[config.mk]
export PLATFORM = sky130hd
export DESIGN_NAME = uart_rx_core
export DESIGN_NICKNAME = d
export VERILOG_FILES = /design/src/rtl/uart_rx_core.sv
export SDC_FILE = /design/constraint.sdc
export NUM_CORES = 1
export LEC_CHECK = 0
export CELL_PAD_IN_SITES_DETAIL_PLACEMENT = 2
export CELL_PAD_IN_SITES_GLOBAL_PLACEMENT = 2
export CORE_MARGIN = 2
export CORE_UTILIZATION = 39
export CTS_BUF_LIST = sky130_fd_sc_hd__clkbuf_16
export DETAILED_ROUTE_END_ITERATION = 8
export PLACE_DENSITY = 0.95
export SLEW_MARGIN = 20
export SYNTH_ARGS = -nofsm -noshare
export SYNTH_HDL_FRONTEND = slang
export SYNTH_SLANG_ARGS = --single-unit
[constraint.sdc]
create_clock -name clk -period 7.87 [get_ports clk]
set_clock_uncertainty 0.2 [all_clocks]
set_input_delay 1.1805 -clock clk [delete_from_list [all_inputs] [get_ports clk]]
set_output_delay 1.1805 -clock clk [all_outputs]
set_load 0.05 [all_outputs]
[src/rtl/uart_rx_core.sv]
// uart_rx_core: 16x oversampling UART receiver.
//
// It deserializes LSB-first frames with 5..9 data bits, optional parity
// (even, odd, stick-0 or stick-1) and 1..2 stop bits. Each bit is the
// majority vote of the samples at oversample counts 7, 8 and 9.
//
// Ports:
//   clk, rst_n        system clock, asynchronous active-low reset
//   rx_en             receiver enable; low forces IDLE and drops a partial frame
//   baud_div          clk cycles per 1/16 bit, minus 1
//   data_bits         data bit count (clamped to 5..9)
//   stop_bits         stop bit count (0 -> 1, 3 -> 2)
//   parity_en         a parity bit follows the data bits
//   parity_mode       0 even, 1 odd, 2 stick-0, 3 stick-1
//   uart_rx           asynchronous serial input, idle high
//   rx_data           received data, right-aligned, unused upper bits 0
//   rx_valid, rx_ready  output handshake (see below)
//   parity_err, frame_err, noise_err  status held with rx_data
//   overrun_err       1-clk pulse when a completed frame was discarded
//   busy              FSM is not in IDLE
//
// Handshake: rx_data and the three held error flags are valid while
// rx_valid is high and stay stable until the cycle in which
// rx_valid && rx_ready, which is the transfer. rx_valid falls on the next
// clock unless a new frame is loaded in that same cycle. A frame that
// completes while rx_valid is high and rx_ready is low is discarded, and
// overrun_err pulses instead.
module uart_rx_core #(
    parameter int DIV_W       = 16,
    parameter int SYNC_STAGES = 2
) (
    input  logic             clk,
    input  logic             rst_n,
    input  logic             rx_en,
    input  logic [DIV_W-1:0] baud_div,
    input  logic [3:0]       data_bits,
    input  logic [1:0]       stop_bits,
    input  logic             parity_en,
    input  logic [1:0]       parity_mode,
    input  logic             uart_rx,
    output logic [8:0]       rx_data,
    output logic             rx_valid,
    input  logic             rx_ready,
    output logic             parity_err,
    output logic             frame_err,
    output logic             noise_err,
    output logic             overrun_err,
    output logic             busy
);

    typedef enum logic [2:0] {
        S_IDLE,
        S_START,
        S_DATA,
        S_PARITY,
        S_STOP
    } state_t;

    state_t state_q, state_d;

    logic [SYNC_STAGES-1:0] sync_q;
    logic                   rx_s;
    logic                   rx_prev_q;

    logic [DIV_W-1:0] cfg_div_q;
    logic [3:0]       cfg_last_q;     // index of the last data bit (4..8)
    logic             cfg_stop2_q;
    logic             cfg_par_en_q;
    logic [1:0]       cfg_mode_q;

    logic [DIV_W-1:0] tick_cnt_q;
    logic [3:0]       samp_cnt_q;
    logic             s7_q, s8_q;
    logic [3:0]       bit_cnt_q;
    logic [8:0]       shift_q;
    logic             pe_q, fe_q, ne_q;

    logic tick, bit_sample, voted, disagree, exp_par, frame_done;

    // Synchronizer; resets to the idle level so reset release is not a start edge.
    assign rx_s = sync_q[SYNC_STAGES-1];

    always_ff @(posedge clk or negedge rst_n) begin
        if (!rst_n) begin
            sync_q    <= '1;
            rx_prev_q <= 1'b1;
        end else begin
            sync_q    <= {sync_q[SYNC_STAGES-2:0], uart_rx};
            rx_prev_q <= rx_s;
        end
    end

    // Configuration is captured continuously in IDLE and frozen for the frame.
    always_ff @(posedge clk or negedge rst_n) begin
        if (!rst_n) begin
            cfg_div_q    <= '0;
            cfg_last_q   <= 4'd7;
            cfg_stop2_q  <= 1'b0;
            cfg_par_en_q <= 1'b0;
            cfg_mode_q   <= 2'd0;
        end else if (state_q == S_IDLE) begin
            cfg_div_q    <= baud_div;
            if (data_bits < 4'd5) begin
                cfg_last_q <= 4'd4;
            end else if (data_bits > 4'd9) begin
                cfg_last_q <= 4'd8;
            end else begin
                cfg_last_q <= data_bits - 4'd1;
            end
            cfg_stop2_q  <= stop_bits[1];   // 2 and 3 both mean two stop bits
            cfg_par_en_q <= parity_en;
            cfg_mode_q   <= parity_mode;
        end
    end

    assign tick       = (state_q != S_IDLE) && (tick_cnt_q == '0);
    assign bit_sample = tick && (samp_cnt_q == 4'd9);
    assign voted      = (s7_q & s8_q) | (s7_q & rx_s) | (s8_q & rx_s);
    assign disagree   = !((s7_q == s8_q) && (s8_q == rx_s));
    assign busy       = (state_q != S_IDLE);

    // Unused upper bits of shift_q are zero, so the reductions see only data.
    always_comb begin
        exp_par = 1'b0;
        case (cfg_mode_q)
            2'd0:    exp_par = ^shift_q;
            2'd1:    exp_par = ~^shift_q;
            2'd2:    exp_par = 1'b0;
            default: exp_par = 1'b1;
        endcase
    end

    always_ff @(posedge clk or negedge rst_n) begin
        if (!rst_n) begin
            state_q <= S_IDLE;
        end else begin
            state_q <= state_d;
        end
    end

    always_comb begin
        state_d    = state_q;
        frame_done = 1'b0;
        if (!rx_en) begin
            state_d = S_IDLE;
        end else begin
            case (state_q)
                S_IDLE: begin
                    if (rx_prev_q && !rx_s) state_d = S_START;
                end
                S_START: begin
                    if (bit_sample) state_d = voted ? S_IDLE : S_DATA;
                end
                S_DATA: begin
                    if (bit_sample && (bit_cnt_q == cfg_last_q)) begin
                        state_d = cfg_par_en_q ? S_PARITY : S_STOP;
                    end
                end
                S_PARITY: begin
                    if (bit_sample) state_d = S_STOP;
                end
                S_STOP: begin
                    // Leave mid-stop-bit so a start edge right after the stop bit is seen.
                    if (bit_sample && (bit_cnt_q[0] == cfg_stop2_q)) begin
                        state_d    = S_IDLE;
                        frame_done = 1'b1;
                    end
                end
                default: state_d = S_IDLE;
            endcase
        end
    end

    // Bit timing and frame accumulation; everything is held cleared in IDLE.
    always_ff @(posedge clk or negedge rst_n) begin
        if (!rst_n) begin
            tick_cnt_q <= '0;
            samp_cnt_q <= 4'd0;
            s7_q       <= 1'b1;
            s8_q       <= 1'b1;
            bit_cnt_q  <= 4'd0;
            shift_q    <= 9'd0;
            pe_q       <= 1'b0;
            fe_q       <= 1'b0;
            ne_q       <= 1'b0;
        end else if (state_q == S_IDLE) begin
            tick_cnt_q <= baud_div;
            samp_cnt_q <= 4'd0;
            bit_cnt_q  <= 4'd0;
            shift_q    <= 9'd0;
            pe_q       <= 1'b0;
            fe_q       <= 1'b0;
            ne_q       <= 1'b0;
        end else begin
            if (tick) begin
                tick_cnt_q <= cfg_div_q;
                samp_cnt_q <= samp_cnt_q + 4'd1;
                if (samp_cnt_q == 4'd7) s7_q <= rx_s;
                if (samp_cnt_q == 4'd8) s8_q <= rx_s;
            end else begin
                tick_cnt_q <= tick_cnt_q - {{(DIV_W-1){1'b0}}, 1'b1};
            end
            if (bit_sample) begin
                ne_q <= ne_q | disagree;
                case (state_q)
                    S_DATA: begin
                        shift_q[bit_cnt_q] <= voted;
                        bit_cnt_q <= (bit_cnt_q == cfg_last_q) ? 4'd0 : bit_cnt_q + 4'd1;
                    end
                    S_PARITY: pe_q <= voted ^ exp_par;
                    S_STOP: begin
                        fe_q      <= fe_q | ~voted;
                        bit_cnt_q <= bit_cnt_q + 4'd1;
                    end
                    default: ;
                endcase
            end
        end
    end

    // Output holding register. The final stop sample is folded in directly
    // because it has not reached fe_q/ne_q yet.
    always_ff @(posedge clk or negedge rst_n) begin
        if (!rst_n) begin
            rx_data     <= 9'd0;
            rx_valid    <= 1'b0;
            parity_err  <= 1'b0;
            frame_err   <= 1'b0;
            noise_err   <= 1'b0;
            overrun_err <= 1'b0;
        end else begin
            overrun_err <= 1'b0;
            if (frame_done) begin
                if (!rx_valid || rx_ready) begin
                    rx_data    <= shift_q;
                    rx_valid   <= 1'b1;
                    parity_err <= pe_q;
                    frame_err  <= fe_q | ~voted;
                    noise_err  <= ne_q | disagree;
                end else begin
                    overrun_err <= 1'b1;
                end
            end else if (rx_valid && rx_ready) begin
                rx_valid <= 1'b0;
            end
        end
    end

endmodule

### Word level (Yosys, flattened, before mapping)

Cells that the tools add are included.
Widths: inputs -> output; s select.

* reductions and logical operators: 34
* add/subtract/negate cells: 4
* muxes and demuxes: 42
* $lt $le $gt $ge: 4
* equality and inequality tests: 19
* bitwise operators: 10

Operators by type and width (count)
* $mux 16: 2
* $mux 4: 7
* $mux 9: 3
* $mux 3: 7
* $mux 1: 17
* $logic_not 16->1: 1
* $sub 16x1->16 const B: 1
* $ne 3x3->1 const B: 5
* $pmux 3 s5: 1
* $reduce_and 2->1: 6
* $reduce_bool 2->1: 6
* $bwmux 9: 1
* $reduce_xnor 9->1: 1
* $reduce_xor 9->1: 1
* $add 4x1->4 const B: 2
* $eq 4x4->1 const B: 2
* $logic_and 1x1->1: 8
* $pmux 4 s2: 1
* $eq 3x2->1 const B: 2
* $reduce_and 3->1: 2
* $reduce_bool 3->1: 2
* $lt 4x5->1 const B: 1
* $reduce_and 5->1: 1
* $demux 1 s4: 1
* other kinds (22): 32

* bits of input ports: 30
* register bits: 82
* output and inout port bits: 15

### Longest topological paths before layout

Gate-level depths: netlist of the first run.

* depth after elaboration: 9
* gate-level depth with buffers: 9

### Worst setup path before layout of the first run

OpenSTA, ideal clock, no wires.

* kind: flip-flop to output port
* start point: reg state_q[1]
* end point: out busy
* path slack: 4.833 ns
* required time: 6.489 ns
* data arrival time: 1.657 ns
* buffers on the path: 2
* cell stages (with the launch flop): 6
* cell sequence: dfrtp_1 clkbuf_1 or2_2 nor2_1 inv_1 clkbuf_1

* word-level cells in the longest chain between the ends: 1

RTL lines
* start, declared: line 59 `state_t state_q, state_d;`
* start signal, assigned: line 137 `state_q <= state_d;`
* $reduce_bool 3->1: line 120 `assign busy = (state_q != S_IDLE);`
* end, declared: line 48 `output logic busy`

No other way between the ends.

### Final worst setup path of the first run

* start point: reg state_q[0]
* end point: out busy

The elaborated chain is that of the path after synthesis.

==> results of run 1 <==
## final cells by class
| type | instances | area (µm²) |
|---|---|---|
| timing repair buffer | 46 | 454 |
| fill | 1091 | 5360 |
| multi-input combinational | 312 | 1980 |
| tap | 136 | 170 |
| inverter | 22 | 82.6 |
| clock buffer | 9 | 225 |
| sequential | 82 | 2060 |
| clock inverter | 7 | 38.8 |
## layout by cell type, fill, tap and decap left out, drive strengths merged, types with 2 or more instances in the layout
| cell | Yosys | layout |
|---|---|---|
| dfrtp | 74 | 74 |
| ha | 13 | 13 |
| a31oi | 4 | 4 |
| or3 | 5 | 5 |
| o21a | 5 | 5 |
| nand4 | 3 | 3 |
| nor3 | 11 | 11 |
| nand2 | 80 | 80 |
| nand3b | 2 | 2 |
| clkdlybuf4s50 | 0 | 42 |
| o211ai | 2 | 2 |
| clkbuf | 15 | 9 |
| o41ai | 2 | 2 |
| a21oi | 19 | 19 |
| or4 | 4 | 4 |
| clkinv | 0 | 5 |
| o31ai | 11 | 11 |
| o21ai | 33 | 33 |
| mux2 | 14 | 14 |
| mux2i | 12 | 12 |
| inv | 22 | 23 |
| and2 | 2 | 2 |
| o21bai | 2 | 2 |
| xor2 | 10 | 10 |
| nor2 | 27 | 27 |
| or2 | 3 | 3 |
| nor2b | 5 | 5 |
| nand3 | 8 | 8 |
| buf | 4 | 4 |
| nand2b | 3 | 3 |
| nor4 | 5 | 5 |
| dfstp | 8 | 8 |
| xnor2 | 12 | 12 |
## power by group
group | total, µW | leakage, µW | internal (µW) | switching (µW)
Sequential | 659 | 0.00104 | 544 | 115
Combinational | 622 | 0.00119 | 215 | 407
Clock | 386 | 0.000134 | 210 | 175
Total | 1670 | 0.00236 | 969 | 697
## metrics by stage
step | setup slack [ps] | std cells | instance area [µm²]
CTS | 4360 | 614 | 5010
global route | 4290 | 614 | 5010
floorplan | 4830 | 435 | 4190
finish | 4370 | 614 | 5010
detailed placement | 4560 | 598 | 4740
global placement | 4690 | 598 | 4740
## registers in the layout (all words and copies together) (netlist names)
register / flops
rx_valid: 1
tick_cnt_q: 16
samp_cnt_q: 4
cfg_last_q: 4
ne_q: 1
s7_q: 1
cfg_div_q: 16
overrun_err: 1
rx_prev_q: 1
cfg_mode_q: 2
parity_err: 1
rx_data: 9
frame_err: 1
state_q: 3
bit_cnt_q: 4
cfg_stop2_q: 1
pe_q: 1
s8_q: 1
fe_q: 1
shift_q: 9
noise_err: 1
sync_q: 2
cfg_par_en_q: 1
## kinds of logic (layout without fill, tap and decap cells)
| family | count (synthesis) | after routing | share of synthesized area [%] |
|---|---|---|---|
| AND/OR/NAND/NOR | 164 | 164 | 18.5 |
| multiplexers | 26 | 26 | 6.63 |
| XOR/XNOR | 24 | 24 | 5.70 |
| flip-flops | 82 | 82 | 49.2 |
| adder cells (fa/ha/maj) | 13 | 13 | 3.88 |
| buffers and inverters | 41 | 84 | 3.79 |
| AO/OA/AOI/OAI | 85 | 85 | 12.3 |
## metal layers
layer  global-route usage [%]  up-vias
li1                         -     1567
met4                     7.69        0
met2                     42.2       63
met1                     26.5     1742
met5                        0        -
met3                     3.45       17
## worst max-delay path: stages, from the launching register on
cell and delay [ps]:
dfrtp_1 510, or2_2 380, nor2_4 130, inv_1 70
clkdlybuf4s50_1 700
## worst max path at each step
stage	start	to	slack, ps	cells past startpoint
detailed placement	tick_cnt_q[6]	parity_err	4560	5
floorplan	state_q[1]	busy	4830	5
global placement	tick_cnt_q[6]	rx_data[4]	4690	5
finish	state_q[0]	busy	4370	4
CTS	state_q[0]	busy	4360	4
global route	state_q[0]	busy	4290	4
==> results.ini, run 1 <==
[worst_setup_path]
critPathMaxFanout = 11
worstPathRequired_ps = 6490
criticalPathCategory = reg -> out
cp.arrival_ps = 2120
r2r_slack_ps = 4530
startpoint_type = register
rr_endpoint = parity_err
reg2regPathDepth = 5
r2r-start = tick_cnt_q[4]
end_kind = primary output

[clocking]
cts_buffer_depth = 2
cts_tree = done
ctsHoldBuffers = 0
cts_setup_buffers = 0
post_cts_resized = 0
clkSlewWorstSetupHoldPaths_ps = 60
clkLatencyLatePin_ps = 340
cts_sinks = 82
cts_made_buffers = 9
clock_tree.root_cell = clkbuf_16
htreeDepth = 3

[routing]
finalWirelength_mm = 12.2
met1Wirelength_mm = 4.98
met2_length_mm = 6.61
routedWlPerCell_um = 19.8
drc_errors = 0
wl_met3_um = 319
vias = 3389
drt-initial-drc-count = 126
postRouteAntennaNets = 0
routed.top_layer = met4
first_pass_iters = 6
routed_via_density = 5.52

[cells_and_area]
fin_nets = 516
area_delta_synth_final_pct = 19.6
antenna_cells = 0
finalCoreUtilization_pct = 48.3
drive_above_1_share_pct = 7.95

[grt]
grt_pass1_vias = 3940
grt_pass1_wl_mm = 20.3
grt_start_max_net_pins = 83
grt_remaining_overflow = 0
grt_antenna_before_repair = 0
grt_usage_pct = 22.7

[sta]
slew_violations = 0
setup_viol = 0
hold_ws_ps = 157
post-route-period-util_pct = 44.5
worstMarginPinSlew_ps = 904
rsz0062_at_grt = no
hold_viol_final = 0
finalSetupTns_ps = 0
period_minus_slack_ps = 3500
max_freq_ghz = 0.285
max-slew-margin-rel_pct = 39.3

[floorplan]
die_area_mm2 = 0.0116
die_y_um = 108
pin_count = 45
rows = 37
start_util_pct = 40.4
coreArea_mm2 = 0.0104
dieWidth_um = 108

[placement]
place_hpwl_mm = 8.11
portBuffers = 43
gp_congestion = 0.832

[logic_synthesis]
yosysWarnings = 0
netlist_instances = 435
synth.net_count = 478
synthTopCellsByArea = dfrtp_1, nand2_1, dfstp_2, o21ai_0, ha_1
synth_ff_type = dfrtp_1
synth_top_area_cell = dfrtp_1
ys_seq_elements = 82
synth.distinct_cells = 51
synth_top_area_share_pct = 44.2
synth_top_cells_by_count = nand2_1, dfrtp_1, o21ai_0
avgSynthCellArea_um2 = 9.64
synth.most_common_cell = nand2_1
syn-cell-area_mm2 = 0.00419
seq_area_frac_synth_pct = 49.2
synth_edf_count = 0
async_flop_share_pct = 100

[power_and_ir_drop]
power_uw = 1670
leakagePower_uw = 0.00236
power_density_mw_per_mm2 = 333
ir_drop_uv = 311

[job]
maxCapViolCount = 0

[min_path]
hp-class = reg -> reg
hold_depth = 0
holdPathEnd = sync_q[1]
hold_path.startpoint = sync_q[0]

[outcome]
status = completed

(Power assumes the default switching activity.)
==> inputs of run 2 (changes only) <==
- CORE_UTILIZATION: 39 -> 36
- PLACE_DENSITY: 0.95 -> 0.91
- clock period: 7.87 -> 3.5 ns (I/O delays scaled with it)
==> run 2 against run 1 <==
Utilization is 3.9 points lower; via count is 1.2% lower; clock-buffer cell count stayed put; register-to-register slack worse by 4000 ps; sequential cell count stayed put; sequential power is 120% higher; critical path type is now reg -> reg.
==> results.ini, run 2 (synthesis gave the netlist of run 1 again) <==
[cells_and_area]
drive_above_1_share_pct = 7.90  ; -0.050 points
final_common_cell = nand2_1
fin_nets = 519  ; +0.58%
finalCoreUtilization_pct = 44.4  ; -3.9 points
area_delta_synth_final_pct = 20.6
final_cell_mix = nand2_1, dfrtp_1, clkdlybuf4s50_1, o21ai_0, nor2_1
antenna_cells = 0  ; unchanged
top_regs = cfg_div_q x16, tick_cnt_q x16

[clocking]
clkSlewWorstSetupHoldPaths_ps = 60  ; about the same
clkLatencyLatePin_ps = 350  ; about the same
cts_setup_buffers = 0  ; unchanged
cts_buffer_depth = 2  ; unchanged
htreeDepth = 3  ; unchanged
clock_tree.root_cell = clkbuf_16
cts_sinks = 82  ; unchanged
cts_tree = done
ctsHoldBuffers = 0  ; unchanged
cts_made_buffers = 9  ; unchanged
post_cts_resized = 0  ; unchanged

[floorplan]
die_y_um = 112  ; +3.9%
dieWidth_um = 112  ; +3.9%
start_util_pct = 36.9  ; -3.6 points
rows = 39  ; +5.4%
pin_count = 45  ; unchanged
coreArea_mm2 = 0.0114  ; +9.6%
die_area_mm2 = 0.0125  ; +8.0%

[sta]
finalSetupTns_ps = 0  ; unchanged
setup_viol = 0  ; unchanged
hold_viol_final = 0  ; unchanged
worstMarginPinSlew_ps = 830  ; -74.0 ps
max_freq_ghz = 0.337
slew_violations = 0  ; unchanged
rsz0062_at_grt = no
period_minus_slack_ps = 2970
post-route-period-util_pct = 84.8
max-slew-margin-rel_pct = 44.6  ; +5.3 points

[worst_setup_path]
path_cells = or4_1, nor4_4, and3_1, nand3_2, mux2_1
end_kind = register
cpPeakStageDelay_ps = 700  ; about the same
critPathMaxFanout = 12  ; +1
worstPathRequired_ps = 3520  ; -2970 ps
reg2regPathDepth = 5  ; unchanged
r2r_slack_ps = 530  ; -4000 ps
slowest_stage = or4_1
criticalPathCategory = reg -> reg
startpoint_type = register
r2r-start = tick_cnt_q[6]
cp.arrival_ps = 2990  ; +870 ps
rr_endpoint = parity_err

[grt]
grt_pass1_wl_mm = 20.2  ; -0.71%
grt_start_max_net_pins = 83  ; unchanged
grt_usage_pct = 20.4  ; -2.3 points
grt_antenna_before_repair = 0  ; unchanged
grt_remaining_overflow = 0  ; unchanged
grt_pass1_vias = 3870  ; -1.8%

[min_path]
hp-class = in -> async

[power_and_ir_drop]
power_uw = 3750  ; +120%
power_density_mw_per_mm2 = 741  ; +120%
leakagePower_uw = 0.00238  ; +0.98%
ir_drop_uv = 456  ; +47%

[routing]
first_pass_iters = 4  ; -2
drt-initial-drc-count = 152  ; +21%
routed_via_density = 5.37  ; -2.8%
drc_errors = 0  ; unchanged
vias = 3348  ; -1.2%
postRouteAntennaNets = 0  ; unchanged
routedWlPerCell_um = 18.6  ; -6.2%
finalWirelength_mm = 11.6  ; -4.7%

[job]
maxCapViolCount = 0  ; unchanged

[outcome]
status = completed

[placement]
portBuffers = 43  ; unchanged
place_hpwl_mm = 8.27  ; +2.0%
gp_congestion = 0.854  ; +2.7%

==> run 2: critical path, delay by kind of cell, from the launching register on <==
kind | cells | cell delay, ps
simple gates | 4 | 1780
flops | 1 | 420
mux | 1 | 450
==> run 2: metrics by stage <==
step | instances | worst slack (ps) | cell area (µm²) | hold slack (ps)
finish | 624 | 531 | 5050 | 27.0
global route | 624 | 383 | 5050 | 101
CTS | 624 | 495 | 5050 | 156
detailed placement | 608 | 561 | 4770 | 148
global placement | 608 | 747 | 4770 | 149
floorplan | 435 | 847 | 4190 | 29.4
==> run 2: where the power goes <==
group	total [µW]	switching, µW	internal (µW)
clock	911	373	537
sequential	1470	246	1220
combinational	1370	887	479
==> run 2: per-layer routing <==
layer	wire, µm	vias up	GRT usage [%]
met2	6150	53	36.8
met4	271	0	8.64
met1	4910	1699	24.2
met3	271	20	2.83
li1	-	1576	-
met5	0	-	0
==> run 2: how the worst max path moves through the flow <==
stage	depth (start not counted)	start	endpoint	slack (ps)
2_1_floorplan	7	tick_cnt_q[6]	noise_err	850
3_3_place_gp	5	tick_cnt_q[6]	rx_data[7]	750
3_5_place_dp	5	tick_cnt_q[6]	parity_err	560
4_1_cts	5	tick_cnt_q[6]	parity_err	500
5_1_grt	5	tick_cnt_q[6]	parity_err	380
6_report	5	tick_cnt_q[6]	parity_err	530
==> run 2: layout make-up <==
class / count / area [µm²]
sequential: 82 / 2060
timing repair buffer: 49 / 474
multi-input combinational: 312 / 1980
inverter: 22 / 82.6
clock buffer: 9 / 225
tap: 143 / 179
fill: 1227 / 6320
clock inverter: 7 / 52.6
